**src/rtl/game_pkg.sv**
```systemverilog
`default_nettype none
// +-----------------------------------------------------------------------+
// | game_pkg                                                              |
// | Shared screen geometry, default frame period and draw FSM encoding.   |
// | Revision: 1.0                                                         |
// +-----------------------------------------------------------------------+
package game_pkg;

    // Screen geometry of the VGA adapter (160x120, 3-bit colour)
    localparam int unsigned X_W = 8;
    localparam int unsigned Y_W = 7;
    localparam int unsigned C_W = 3;

    // 50 MHz system clock / 60 Hz frame rate
    localparam int unsigned FRAME_CYCLES_DEF = 833333;

    // Draw sequencer state encoding
    localparam int unsigned ST_W     = 3;
    localparam logic [2:0]  ST_IDLE   = 3'd0;
    localparam logic [2:0]  ST_START0 = 3'd1;
    localparam logic [2:0]  ST_DRAW0  = 3'd2;
    localparam logic [2:0]  ST_START1 = 3'd3;
    localparam logic [2:0]  ST_DRAW1  = 3'd4;
    localparam logic [2:0]  ST_DONE   = 3'd5;

    typedef struct packed {
        logic [X_W-1:0] x;
        logic [Y_W-1:0] y;
        logic [C_W-1:0] color;
    } pixel_t;

endpackage : game_pkg
`default_nettype wire

```
**src/rtl/frame_ticker.sv**
```systemverilog
`default_nettype none
// +-----------------------------------------------------------------------+
// | frame_ticker                                                          |
// | Free-running frame counter; tick marks the last cycle of each frame.  |
// | The count is held at zero while enable is low.                        |
// | Revision: 1.0                                                         |
// +-----------------------------------------------------------------------+
module frame_ticker
    import game_pkg::*;
#(
    parameter int unsigned FRAME_CYCLES = FRAME_CYCLES_DEF
) (
    input  logic clk_i,
    input  logic rst_ni,
    input  logic enable_i,
    output logic tick_o
);

    localparam int unsigned      CNT_W    = (FRAME_CYCLES > 1) ? $clog2(FRAME_CYCLES) : 1;
    localparam logic [CNT_W-1:0] CNT_LAST = CNT_W'(FRAME_CYCLES - 1);

    logic [CNT_W-1:0] cnt_q;
    logic [CNT_W-1:0] cnt_d;

    // Next count: clear while disabled, wrap at the end of the frame
    always_comb begin
        cnt_d = cnt_q;
        if (!enable_i) begin
            cnt_d = '0;
        end else if (cnt_q == CNT_LAST) begin
            cnt_d = '0;
        end else begin
            cnt_d = cnt_q + 1'b1;
        end
    end

    // Counter register
    always_ff @(posedge clk_i or negedge rst_ni) begin
        if (!rst_ni) begin
            cnt_q <= '0;
        end else begin
            cnt_q <= cnt_d;
        end
    end

    assign tick_o = (cnt_q == CNT_LAST);

endmodule : frame_ticker
`default_nettype wire

```
**src/rtl/draw_scheduler.sv**
```systemverilog
`default_nettype none
// +-----------------------------------------------------------------------+
// | draw_scheduler                                                        |
// | Per-frame draw sequencer for two sprite drawers (catcher, square)     |
// | with a registered pixel mux towards the VGA adapter, a per-client     |
// | watchdog and sticky overrun / timeout status.                         |
// | Revision: 1.0                                                         |
// +-----------------------------------------------------------------------+
module draw_scheduler
    import game_pkg::*;
#(
    parameter int unsigned FRAME_CYCLES   = FRAME_CYCLES_DEF,
    parameter int unsigned TIMEOUT_CYCLES = 65535
) (
    input  logic           clock,
    input  logic           reset,
    input  logic           enable,
    input  logic [X_W-1:0] c0_x,
    input  logic [Y_W-1:0] c0_y,
    input  logic [C_W-1:0] c0_color,
    input  logic           c0_finish,
    input  logic [X_W-1:0] c1_x,
    input  logic [Y_W-1:0] c1_y,
    input  logic [C_W-1:0] c1_color,
    input  logic           c1_finish,
    output logic           c0_draw,
    output logic           c1_draw,
    output logic [X_W-1:0] vga_x,
    output logic [Y_W-1:0] vga_y,
    output logic [C_W-1:0] vga_color,
    output logic           plot,
    output logic           frame_done,
    output logic           busy,
    output logic           overrun,
    output logic           timeout_err
);

    localparam int unsigned     WD_W     = $clog2(TIMEOUT_CYCLES + 1);
    localparam logic [WD_W-1:0] WD_LIMIT = WD_W'(TIMEOUT_CYCLES);

    logic [ST_W-1:0] state_q, state_d;
    logic [WD_W-1:0] wd_q, wd_d;
    pixel_t          pix_q;
    logic            plot_q;
    logic            overrun_q;
    logic            timeout_q;

    logic tick;
    logic in_start;
    logic in_draw0;
    logic in_draw1;
    logic wd_expired;
    logic qual0;
    logic qual1;

    frame_ticker #(
        .FRAME_CYCLES (FRAME_CYCLES)
    ) u_ticker (
        .clk_i    (clock),
        .rst_ni   (reset),
        .enable_i (enable),
        .tick_o   (tick)
    );

    assign in_draw0   = (state_q == ST_DRAW0);
    assign in_draw1   = (state_q == ST_DRAW1);
    assign in_start   = (state_q == ST_START0) || (state_q == ST_START1);
    assign wd_expired = (wd_q >= WD_LIMIT);

    // A pixel only counts while the client is drawing, not finishing and not aborted.
    // The START cycles never qualify: the client's outputs are still stale there.
    assign qual0 = in_draw0 && !c0_finish && !wd_expired;
    assign qual1 = in_draw1 && !c1_finish && !wd_expired;

    // Next-state logic of the draw sequencer
    always_comb begin
        state_d = state_q;
        case (state_q)
            ST_IDLE:   if (tick && enable) state_d = ST_START0;
            ST_START0: state_d = ST_DRAW0;
            ST_DRAW0:  if (c0_finish || wd_expired) state_d = ST_START1;
            ST_START1: state_d = ST_DRAW1;
            ST_DRAW1:  if (c1_finish || wd_expired) state_d = ST_DONE;
            ST_DONE:   state_d = ST_IDLE;
            default:   state_d = ST_IDLE;
        endcase
    end

    // Watchdog: restart on entry to a START state, count while a client owns the bus
    always_comb begin
        wd_d = wd_q;
        if ((state_d == ST_START0) || (state_d == ST_START1)) begin
            wd_d = '0;
        end else if (in_start || in_draw0 || in_draw1) begin
            wd_d = wd_q + 1'b1;
        end
    end

    // FSM, watchdog and sticky status registers
    always_ff @(posedge clock or negedge reset) begin
        if (!reset) begin
            state_q   <= ST_IDLE;
            wd_q      <= '0;
            overrun_q <= 1'b0;
            timeout_q <= 1'b0;
        end else begin
            state_q   <= state_d;
            wd_q      <= wd_d;
            overrun_q <= overrun_q | (tick && (state_q != ST_IDLE));
            timeout_q <= timeout_q | (wd_expired && (in_draw0 || in_draw1));
        end
    end

    // Pixel mux and output register; vga_* hold their value when nothing is plotted
    always_ff @(posedge clock or negedge reset) begin
        if (!reset) begin
            pix_q  <= '0;
            plot_q <= 1'b0;
        end else begin
            plot_q <= qual0 || qual1;
            if (qual0) begin
                pix_q <= '{x: c0_x, y: c0_y, color: c0_color};
            end else if (qual1) begin
                pix_q <= '{x: c1_x, y: c1_y, color: c1_color};
            end
        end
    end

    // Draw requests drop combinationally in the cycle finish or the watchdog fires
    assign c0_draw     = (state_q == ST_START0) || qual0;
    assign c1_draw     = (state_q == ST_START1) || qual1;
    assign vga_x       = pix_q.x;
    assign vga_y       = pix_q.y;
    assign vga_color   = pix_q.color;
    assign plot        = plot_q;
    assign frame_done  = (state_q == ST_DONE);
    assign busy        = (state_q != ST_IDLE);
    assign overrun     = overrun_q;
    assign timeout_err = timeout_q;

endmodule : draw_scheduler
`default_nettype wire

```
**config.mk**
```make
export PLATFORM = sky130hd
export DESIGN_NAME = draw_scheduler
export DESIGN_NICKNAME = d
export VERILOG_FILES = /design/src/rtl/game_pkg.sv /design/src/rtl/frame_ticker.sv /design/src/rtl/draw_scheduler.sv
export SDC_FILE = /design/constraint.sdc
export NUM_CORES = 1
export LEC_CHECK = 0
export CAP_MARGIN = 20
export CORE_MARGIN = 2
export CORE_UTILIZATION = 54
export CTS_CLUSTER_SIZE = 28
export DETAILED_ROUTE_END_ITERATION = 8
export PLACE_DENSITY = 0.85
export SETUP_SLACK_MARGIN = 0.15
export SYNTH_ARGS = -nofsm -noshare
export SYNTH_HDL_FRONTEND = slang
export SYNTH_SLANG_ARGS = --single-unit
export TNS_END_PERCENT = 10
```
**constraint.sdc**
```tcl
create_clock -name clock -period 5.3 [get_ports clock]
set_input_delay 1.06 -clock clock [delete_from_list [all_inputs] [get_ports clock]]
set_output_delay 1.06 -clock clock [all_outputs]
set_load 0.1 [all_outputs]
```
Word level (Yosys, flattened, before mapping)
Cells that the tools add are included.
- $add $sub $neg: 2
- $lt $le $gt $ge: 1
- equal/unequal tests: 8
- muxes and demuxes: 10
- bitwise logic cells: 2
- reduce and logical (&&, ||, !) cells: 24
- operator list (cell ; number):
    20-bit 2-to-1 mux ; 2
    18-bit 2-to-1 mux ; 2
    16-bit 2-to-1 mux ; 2
    20-bit by 1-bit adder with 20-bit output, second input constant ; 1
    20-bit == test, second input constant ; 1
    16-bit by 1-bit adder with 16-bit output, second input constant ; 1
    16-bit >= comparator, second input constant ; 1
    3-bit one-hot mux with 5 select lines ; 1
    1-bit logical OR ; 10
    3-bit by 2-bit == test with 1-bit output, second input constant ; 3
    3-bit 2-to-1 mux ; 3
    1-bit logical AND ; 7
    3-bit by 1-bit == test with 1-bit output, second input constant ; 2
    3-bit == test, second input constant ; 2
    2-bit nonzero test ; 2
    1-bit zero test ; 3
    3-bit zero test ; 1
    3-bit nonzero test ; 1
    1-bit OR ; 2
- bits in registers: 60
- input bits: 41
- output and inout bits: 25
- word-level logic and storage cells: 56

Longest topological paths before layout
Gate-level depths: netlist of run 1.
- depth after elaboration: 7
- gate-level depth with buffers: 8
- depth with buffers taken out: 7

By module
Synthesis of run 1 repeated with hierarchy kept, for this count alone.
- cell total of the unflattened synthesis: 338
- area total of the unflattened synthesis: 3191.8 sq um
- modules (own cells, without submodules) (module ; times used ; cells each ; area each (sq um) ; seq. area each (sq um)):
    draw_scheduler ; 1 ; 229 ; 2133.3 ; 1001.0
    frame_ticker ; 1 ; 109 ; 1058.5 ; 500.5

Worst setup path before layout of run 1
No wires, ideal clock.
- kind: in2out
- start: in c0_finish
- end: out c0_draw
- arrival time: 2.913 ns
- required time: 4.240 ns
- slack: 1.327 ns
- cell stages on the path: 2
- buffers on the path: 0
- cell sequence: or3_1 -> a21oi_1
- word-level cells in the longest chain between the ends: 4
- RTL lines (what ; RTL line ; source):
    start, declared ; draw_scheduler.sv:21 ; input logic c0_finish,
    1-bit zero test ; draw_scheduler.sv:72 ; assign qual0 = in_draw0 && !c0_finish && !wd_expired;
    1-bit logical AND (2 in series) ; draw_scheduler.sv:72 ;
    1-bit logical OR ; draw_scheduler.sv:130 ; assign c0_draw = (state_q == ST_START0) || qual0;
    end, declared ; draw_scheduler.sv:26 ; output logic c0_draw,
Every way passes these cells.

Final worst setup path of run 1
- start: in c1_finish
- end: out c1_draw
- word-level cells in the longest chain between the ends: 4
- RTL lines (what ; RTL line ; source):
    start, declared ; draw_scheduler.sv:25 ; input logic c1_finish,
    1-bit zero test ; draw_scheduler.sv:73 ; assign qual1 = in_draw1 && !c1_finish && !wd_expired;
    1-bit logical AND (2 in series) ; draw_scheduler.sv:73 ;
    1-bit logical OR ; draw_scheduler.sv:131 ; assign c1_draw = (state_q == ST_START1) || qual1;
    end, declared ; draw_scheduler.sv:27 ; output logic c1_draw,
Every way passes these cells.

==> results.md, run 1 <==
* Worst Tran Pin Value at 1.02 ns
* Number of port buffers at 65
* Antenna violations before repair at 0
* Max-slew violation count at 0
* Critical Path Start Type: input pin
* First-pass GRT wire length at 11900 um
* IO Count at 66
* Post-Route WL at 7050 um
* Complex-gate fraction of the synthesized area at 0.0778
* Count of H-tree levels built during CTS at 3
* Clock-pin slew on the worst setup and hold paths at 0.07 ns
* Weighted congestion reported at the end of routability-driven placement at 0.813
* CTS Root Cell: sky130_fd_sc_hd__clkbuf_8
* Relative max-transition margin at 0.315
* Leading post-synthesis cells by instance count: sky130_fd_sc_hd__nor2_1, sky130_fd_sc_hd__dfrtp_1, sky130_fd_sc_hd__a21oi_1, sky130_fd_sc_hd__nand2_1, sky130_fd_sc_hd__xor2_1
* Synthesized flop and latch total at 60
* Final min period at 3.74 ns
* Final net count at 426
* Number of CTS-inserted buffers at 9
* Yosys warns at 0
* Fraction of the mapped netlist area in simple logic gates at 0.267
* Sum Neg Setup Slack at 0 ns
* Die Y-Extent at 77.8 um
* FFs w/ async S/R, synth at 1.00
* Total nets after synthesis at 358
* Final Hold Fails at 0
* 1st-pass router iterations at 4
* Peak supply drop at 495 uV
* Most area-consuming cells after synthesis: sky130_fd_sc_hd__dfrtp_1, sky130_fd_sc_hd__nor2_1, sky130_fd_sc_hd__a21oi_1, sky130_fd_sc_hd__xor2_1, sky130_fd_sc_hd__xnor2_1
* Adder-Cell Fraction of Synth Area at 0.0128
* Dominant combinational cell family by area after synthesis: simple AND/OR/NAND/NOR gates
* Count of antenna diodes in the layout at 0
* Number of DRC violations after detailed-routing iteration 0 at 136
* Number of distinct library cell variants in the gate-level netlist after synthesis at 37
* Count of cells resized by post-cts repair at 0
* Cell Area, Synth at 2940 um2
* Vias in the first global route at 2603
* Overall global routing resource usage at 0.252
* Share of final-layout standard cells stronger than drive strength 1 at 0.0801
* Worst Path Required at 4.24 ns
* Worst path cell trace: clkdlybuf4s50_1, or3_1, nand2_1, buf_4
* Placed Instance Area at 3620 um2
* Vias after detailed routing at 2483
* Setup-failing EPs final at 0
* Total half-perimeter wirelength after legalization and detailed placement at 4820 um
* Cell with the most instances after synthesis: sky130_fd_sc_hd__nor2_1
* Largest stage delay on the critical path at 0.69 ns
* Post-synthesis sequential area ratio at 0.510
* Row cnt at 26
* TritonCTS clock tree: built
* Buffers inserted during post-CTS setup optimization at 0
* Post-Synth XOR/XNOR Area at 0.101
* Outcome: completed
* Layout-stage area growth over the synthesis result at 31.1%
* Largest clock skew in the final design at 0.00941 ns
* Fraction of post-synthesis cell area in the top cell type by area at 0.510
* Count of nets left with antenna violations after detail routing at 0
* Slowest stage cell, crit path: sky130_fd_sc_hd__or3_1
* Type of the most critical hold path: register to register
* Multiplexer share of the synthesized area at 0.00340
* Max Buffers Root-to-Sink at 2
* Setup repair after global routing missed its margin: false
* DRC at 0
* Max-Cap Viols at 0
* Data arrival time at the worst-slack endpoint at 2.68 ns
* Maximum number of pins on one net before global-route repair at 61
* Floorplan Core Area at 5170 um2
* Insertion delay to the later sink of the worst-skew pair at 0.35 ns
* Largest fanout on the critical path at 20
* Top FF cell, synth: sky130_fd_sc_hd__dfrtp_1
* Post-synthesis cell count at 314
* Filler cells at 377
* Number of enable flip-flop cells after synthesis at 0
* Grt ovf at 0
* Via/cell ratio at 5.43
* Initial standard-cell utilization of the core at 0.569
* Post-route standard cell area excluding fillers at 3850 um2
* Highest clock rate at 268 MHz
* # hold bufs at CTS at 0
* PD cells at 579 nW/um2
* Post-Syn Area per Cell at 9.37 um2
* Die Width at 77.8 um
* Critical path class: input pin to output port
* Clock sink total at 60
* Period utilization at 0.705
* Library cell occupying the most area in the post-synthesis netlist: sky130_fd_sc_hd__dfrtp_1
* Endpoint type of the worst setup path: output port
* Full die area at 6050 um2
* Wirelength per Cell at 15.4 um
* Static leakage power at 1.72 nW
[cells by family (layout without fill, tap and decap cells)]
| logic type | Yosys count | in the layout |
|---|---|---|
| flops | 60 | 60 |
| simple gates | 158 | 158 |
| xor+xnor | 34 | 34 |
| buf+inv | 15 | 88 |
| compound gates | 43 | 43 |
| fa+ha+maj | 3 | 3 |
| mux | 1 | 1 |
[worst max-delay path: cells and delay by family]
| family | cells | cell delay [ns] |
|---|---|---|
| AND/OR/NAND/NOR | 2 | 0.86 |
| buffers and inverters | 2 | 0.75 |
[sequential cells by signal (all words and copies together), names as in the netlist]
signal and flops:
timeout_err 1, u_ticker.cnt_q 20, overrun 1, state_q 3
vga_y 7, plot 1, vga_x 8, vga_color 3
wd_q 16
[cell usage in the layout (no fill, tap or decap), types with 3 or more instances in the layout]
| cell type | count |
|---|---|
| sky130_fd_sc_hd__nor2_1 | 64 |
| sky130_fd_sc_hd__clkdlybuf4s50_1 | 62 |
| sky130_fd_sc_hd__dfrtp_1 | 60 |
| sky130_fd_sc_hd__a21oi_1 | 36 |
| sky130_fd_sc_hd__nand2_1 | 35 |
| sky130_fd_sc_hd__xor2_1 | 18 |
| sky130_fd_sc_hd__xnor2_1 | 16 |
| sky130_fd_sc_hd__nand4_1 | 12 |
| sky130_fd_sc_hd__nand3_1 | 11 |
| sky130_fd_sc_hd__clkbuf_8 | 10 |
| sky130_fd_sc_hd__nor3_1 | 7 |
| sky130_fd_sc_hd__and3_1 | 6 |
| sky130_fd_sc_hd__inv_1 | 4 |
| sky130_fd_sc_hd__and4_1 | 4 |
| sky130_fd_sc_hd__buf_4 | 4 |
| sky130_fd_sc_hd__or3_1 | 3 |
| sky130_fd_sc_hd__ha_1 | 3 |
| sky130_fd_sc_hd__clkinvlp_4 | 3 |
[power breakdown]
part / switching (mW) / leakage [nW] / internal (mW)
sequential: 0.0744 / 0.778 / 0.560
clock: 0.190 / 0.105 / 0.276
combinational: 0.862 / 0.835 / 0.270
total: 1.13 / 1.72 / 1.11
[stage by stage]
stage | instances | util | setup WS (ns) | total power, mW | hold WS, ns
floorplan | 314 | - | 1.33 | 1.50 | 0.494
global placement | 440 | 0.700 | 1.59 | 1.75 | 0.475
detailed placement | 440 | 0.700 | 1.56 | 1.77 | 0.461
CTS | 456 | 0.743 | 1.55 | 2.24 | 0.490
global route | 457 | 0.745 | 1.38 | 2.32 | 0.513
finish | 457 | 0.745 | 1.56 | 2.23 | 0.488
[worst paths after layout]
check                                            startpoint                    end  slack (ns)  cells past startpoint
worst max-delay path                              c1_finish                c1_draw        1.56                      4
worst min-delay path                  timeout_err$_DFF_PN0_  timeout_err$_DFF_PN0_        0.49                      1
worst max register to register  u_ticker.cnt_q[0]$_DFF_PN0_   state_q[0]$_DFF_PN0_        2.85                      7
worst min register to register        timeout_err$_DFF_PN0_  timeout_err$_DFF_PN0_        0.49                      1
max in group asynchronous                             reset   wd_q[14]$_DFFE_PN0P_        3.96                      2
min in group asynchronous                             reset   vga_x[4]$_DFFE_PN0P_        0.85                      2
[cell type report]
cell class / count / area, um2 / share of cell area
inverters: 4 / 15.0 / 0.00389
multi-input cells: 239 / 1360 / 0.352
clock buffers: 10 / 138 / 0.0357
flip-flops and latches: 60 / 1500 / 0.389
clock inverters: 6 / 87.6 / 0.0227
repair buffers: 68 / 667 / 0.173
well taps: 70 / 87.6 / 0.0227
[layer usage]
layer,wire length (um),part of all wire,global-route usage,vias up
met5,0,0,0,-
met4,140,0.020,0.113,0
met3,200,0.028,0.0512,14
met2,3810,0.54,0.441,43
met1,2900,0.41,0.299,1221
li1,-,-,-,1205
(Power assumes the default switching activity.)
==> inputs of run 2 (changes only) <==
--- a/config.mk
+++ b/config.mk
@@ -7,10 +7,10 @@
 export LEC_CHECK = 0
 export CAP_MARGIN = 20
 export CORE_MARGIN = 2
-export CORE_UTILIZATION = 54
+export CORE_UTILIZATION = 45
 export CTS_CLUSTER_SIZE = 28
 export DETAILED_ROUTE_END_ITERATION = 8
-export PLACE_DENSITY = 0.85
+export PLACE_DENSITY = 0.75
 export SETUP_SLACK_MARGIN = 0.15
 export SYNTH_ARGS = -nofsm -noshare
 export SYNTH_HDL_FRONTEND = slang
==> constraint.sdc (replaced) <==
create_clock -name clock -period 3.14 [get_ports clock]
set_input_delay 0.628 -clock clock [delete_from_list [all_inputs] [get_ports clock]]
set_output_delay 0.628 -clock clock [all_outputs]
set_load 0.1 [all_outputs]
==> run 2 against run 1 <==
  * Non-clock buffer count rose by 4
  * Die area up 19%
  * Global-route usage fell by 5.1 points
  * Setup slack got worse by 1.2 ns
  * Clock-buffer cell count is the same
  * Sequential share of layout area is 0.27 points higher
  * Flip-flop and latch count unchanged
  * Register-to-register slack lost 2.1 ns
==> results.md, run 2 (same netlist as run 1, synthesis figures left out) <==
* Outcome: completed
* PD cells at 953 nW/um2
* Setup repair after global routing missed its margin: false
* Maximum number of pins on one net before global-route repair at 33
* Wirelength per Cell at 14.4 um
* Worst path cell trace: ha_1, nand4_1, nor4_4, buf_4, or3_1, a21oi_2, buf_12
* IO Count at 66
* Via/cell ratio at 5.24
* Initial standard-cell utilization of the core at 0.463
* Type of the most critical hold path: input pin to asynchronous set/reset pin
* Minimum setup slack among reg-to-reg paths at 0.76 ns
* Count of H-tree levels built during CTS at 3
* Worst Tran Pin Value at 0.714 ns
* Worst r2r path cells at 5
* Endpoint type of the worst setup path: output port
* Insertion delay to the later sink of the worst-skew pair at 0.34 ns
* Die Width at 84.9 um
* Peak supply drop at 778 uV
* Final min period at 2.75 ns
* DRC at 0
* Final net count at 430
* Antenna violations before repair at 0
* Number of DRC violations after detailed-routing iteration 0 at 105
* Total half-perimeter wirelength after legalization and detailed placement at 4860 um
* Number of CTS-inserted buffers at 9
* Clock-pin slew on the worst setup and hold paths at 0.07 ns
* FF-to-FF End: state_q[0]$_DFF_PN0_
* Filler cells at 554
* Post-route standard cell area excluding fillers at 3830 um2
* Floorplan Core Area at 6350 um2
* Layout-stage area growth over the synthesis result at 30.2%
* Reg2Reg Launch Point: u_ticker.cnt_q[7]$_DFF_PN0_
* Multi-input combinational cell area at 1360 um2
* # hold bufs at CTS at 0
* Max-slew violation count at 0
* Static leakage power at 1.76 nW
* Grt ovf at 0
* Buffers inserted during post-CTS setup optimization at 0
* Largest clock skew in the final design at 0.00624 ns
* Weighted congestion reported at the end of routability-driven placement at 0.834
* Most common cell after layout, fill and taps aside: sky130_fd_sc_hd__nor2_1
* Critical Path Start Type: register
* Die Y-Extent at 84.9 um
* Count of cells resized by post-cts repair at 0
* First-pass GRT wire length at 11500 um
* 1st-pass router iterations at 4
* Flip-flop and latch area at 1500 um2
* Full die area at 7200 um2
* Post-Route WL at 6740 um
* Final design utilization at 0.603
* Highest clock rate at 363 MHz
* Placed Instance Area at 3640 um2
* Count of nets left with antenna violations after detail routing at 0
* Largest stage delay on the critical path at 0.40 ns
* Slowest stage cell, crit path: sky130_fd_sc_hd__dfrtp_1
* Number of port buffers at 65
* Vias in the first global route at 2388
* Power, Total at 3.65 mW
* Setup-failing EPs final at 0
* Sum of buffers and inverters on the critical path at 2
* Vias after detailed routing at 2450
* Max-Cap Viols at 0
* Data arrival time at the worst-slack endpoint at 2.13 ns
* CTS Root Cell: sky130_fd_sc_hd__clkbuf_8
* Critical path class: register to output port
* Overall global routing resource usage at 0.201
* Top library cells by usage in the layout, fill and taps aside: sky130_fd_sc_hd__nor2_1, sky130_fd_sc_hd__dfrtp_1, sky130_fd_sc_hd__clkdlybuf4s50_1
* Relative max-transition margin at 0.524
* Max Buffers Root-to-Sink at 2
* Sum Neg Setup Slack at 0 ns
* Largest fanout on the critical path at 8
* Flip-flop count of the largest register, all copies and words added at 20
* Clock sink total at 60
* Row cnt at 29
* TritonCTS clock tree: built
* Period utilization at 0.877
* Largest Register: u_ticker.cnt_q
* Share of final-layout standard cells stronger than drive strength 1 at 0.148
* Worst Path Required at 2.51 ns
* Count of antenna diodes in the layout at 0
* Final Hold Fails at 0
* Delay-heaviest family, CP: simple AND/OR/NAND/NOR gates
[run 2: cell type report]
class,instances,share of cell area
inverters,4,0.00392
multi-input cells,239,0.356
clock buffers,10,0.0333
repair buffers,72,0.173
clock inverters,6,0.0170
flip-flops and latches,60,0.392
well taps,77,0.0252
[run 2: worst max path at each step]
stage                                   start  slack (ns)      end  depth (start not counted)
after floorplan           wd_q[0]$_DFFE_PN0P_        0.32  c1_draw                          6
after global placement              c0_finish        0.64  c0_draw                          4
after detailed placement            c0_finish        0.61  c0_draw                          4
after CTS                 wd_q[0]$_DFFE_PN0P_        0.37  c0_draw                          7
after global routing      wd_q[0]$_DFFE_PN0P_        0.26  c0_draw                          7
final                     wd_q[0]$_DFFE_PN0P_        0.39  c0_draw                          7
[run 2: stage by stage]
step	hold slack [ns]	setup WS (ns)	std cells
after floorplan	0.332	0.320	314
after global placement	0.473	0.644	452
after detailed placement	0.468	0.614	452
after CTS	0.350	0.366	468
after global routing	0.363	0.263	468
final	0.329	0.386	468
[run 2: worst reg2reg max path, cell delays in order, from the launching register on]
cell	delay, ns
sky130_fd_sc_hd__dfrtp_1	0.42
sky130_fd_sc_hd__or4b_1	0.56
sky130_fd_sc_hd__nor4_2	0.29
sky130_fd_sc_hd__nand4b_2	0.23
sky130_fd_sc_hd__o21ai_2	0.60
sky130_fd_sc_hd__o21bai_1	0.21
[run 2: where the power goes]
group	internal [mW]	switching [mW]	total [mW]
clock network	0.366	0.317	0.683
registers	0.946	0.127	1.07
logic	0.443	1.45	1.89
total	1.75	1.89	3.65
[run 2: routing by layer]
metal / wire (um) / track usage / vias to the layer above / share of wire
li1: - / - / 1208 / -
met1: 2930 / 0.252 / 1190 / 0.43
met2: 3450 / 0.333 / 41 / 0.51
met3: 248 / 0.0681 / 11 / 0.037
met4: 115 / 0.0606 / 0 / 0.017
met5: 0 / 0 / - / 0
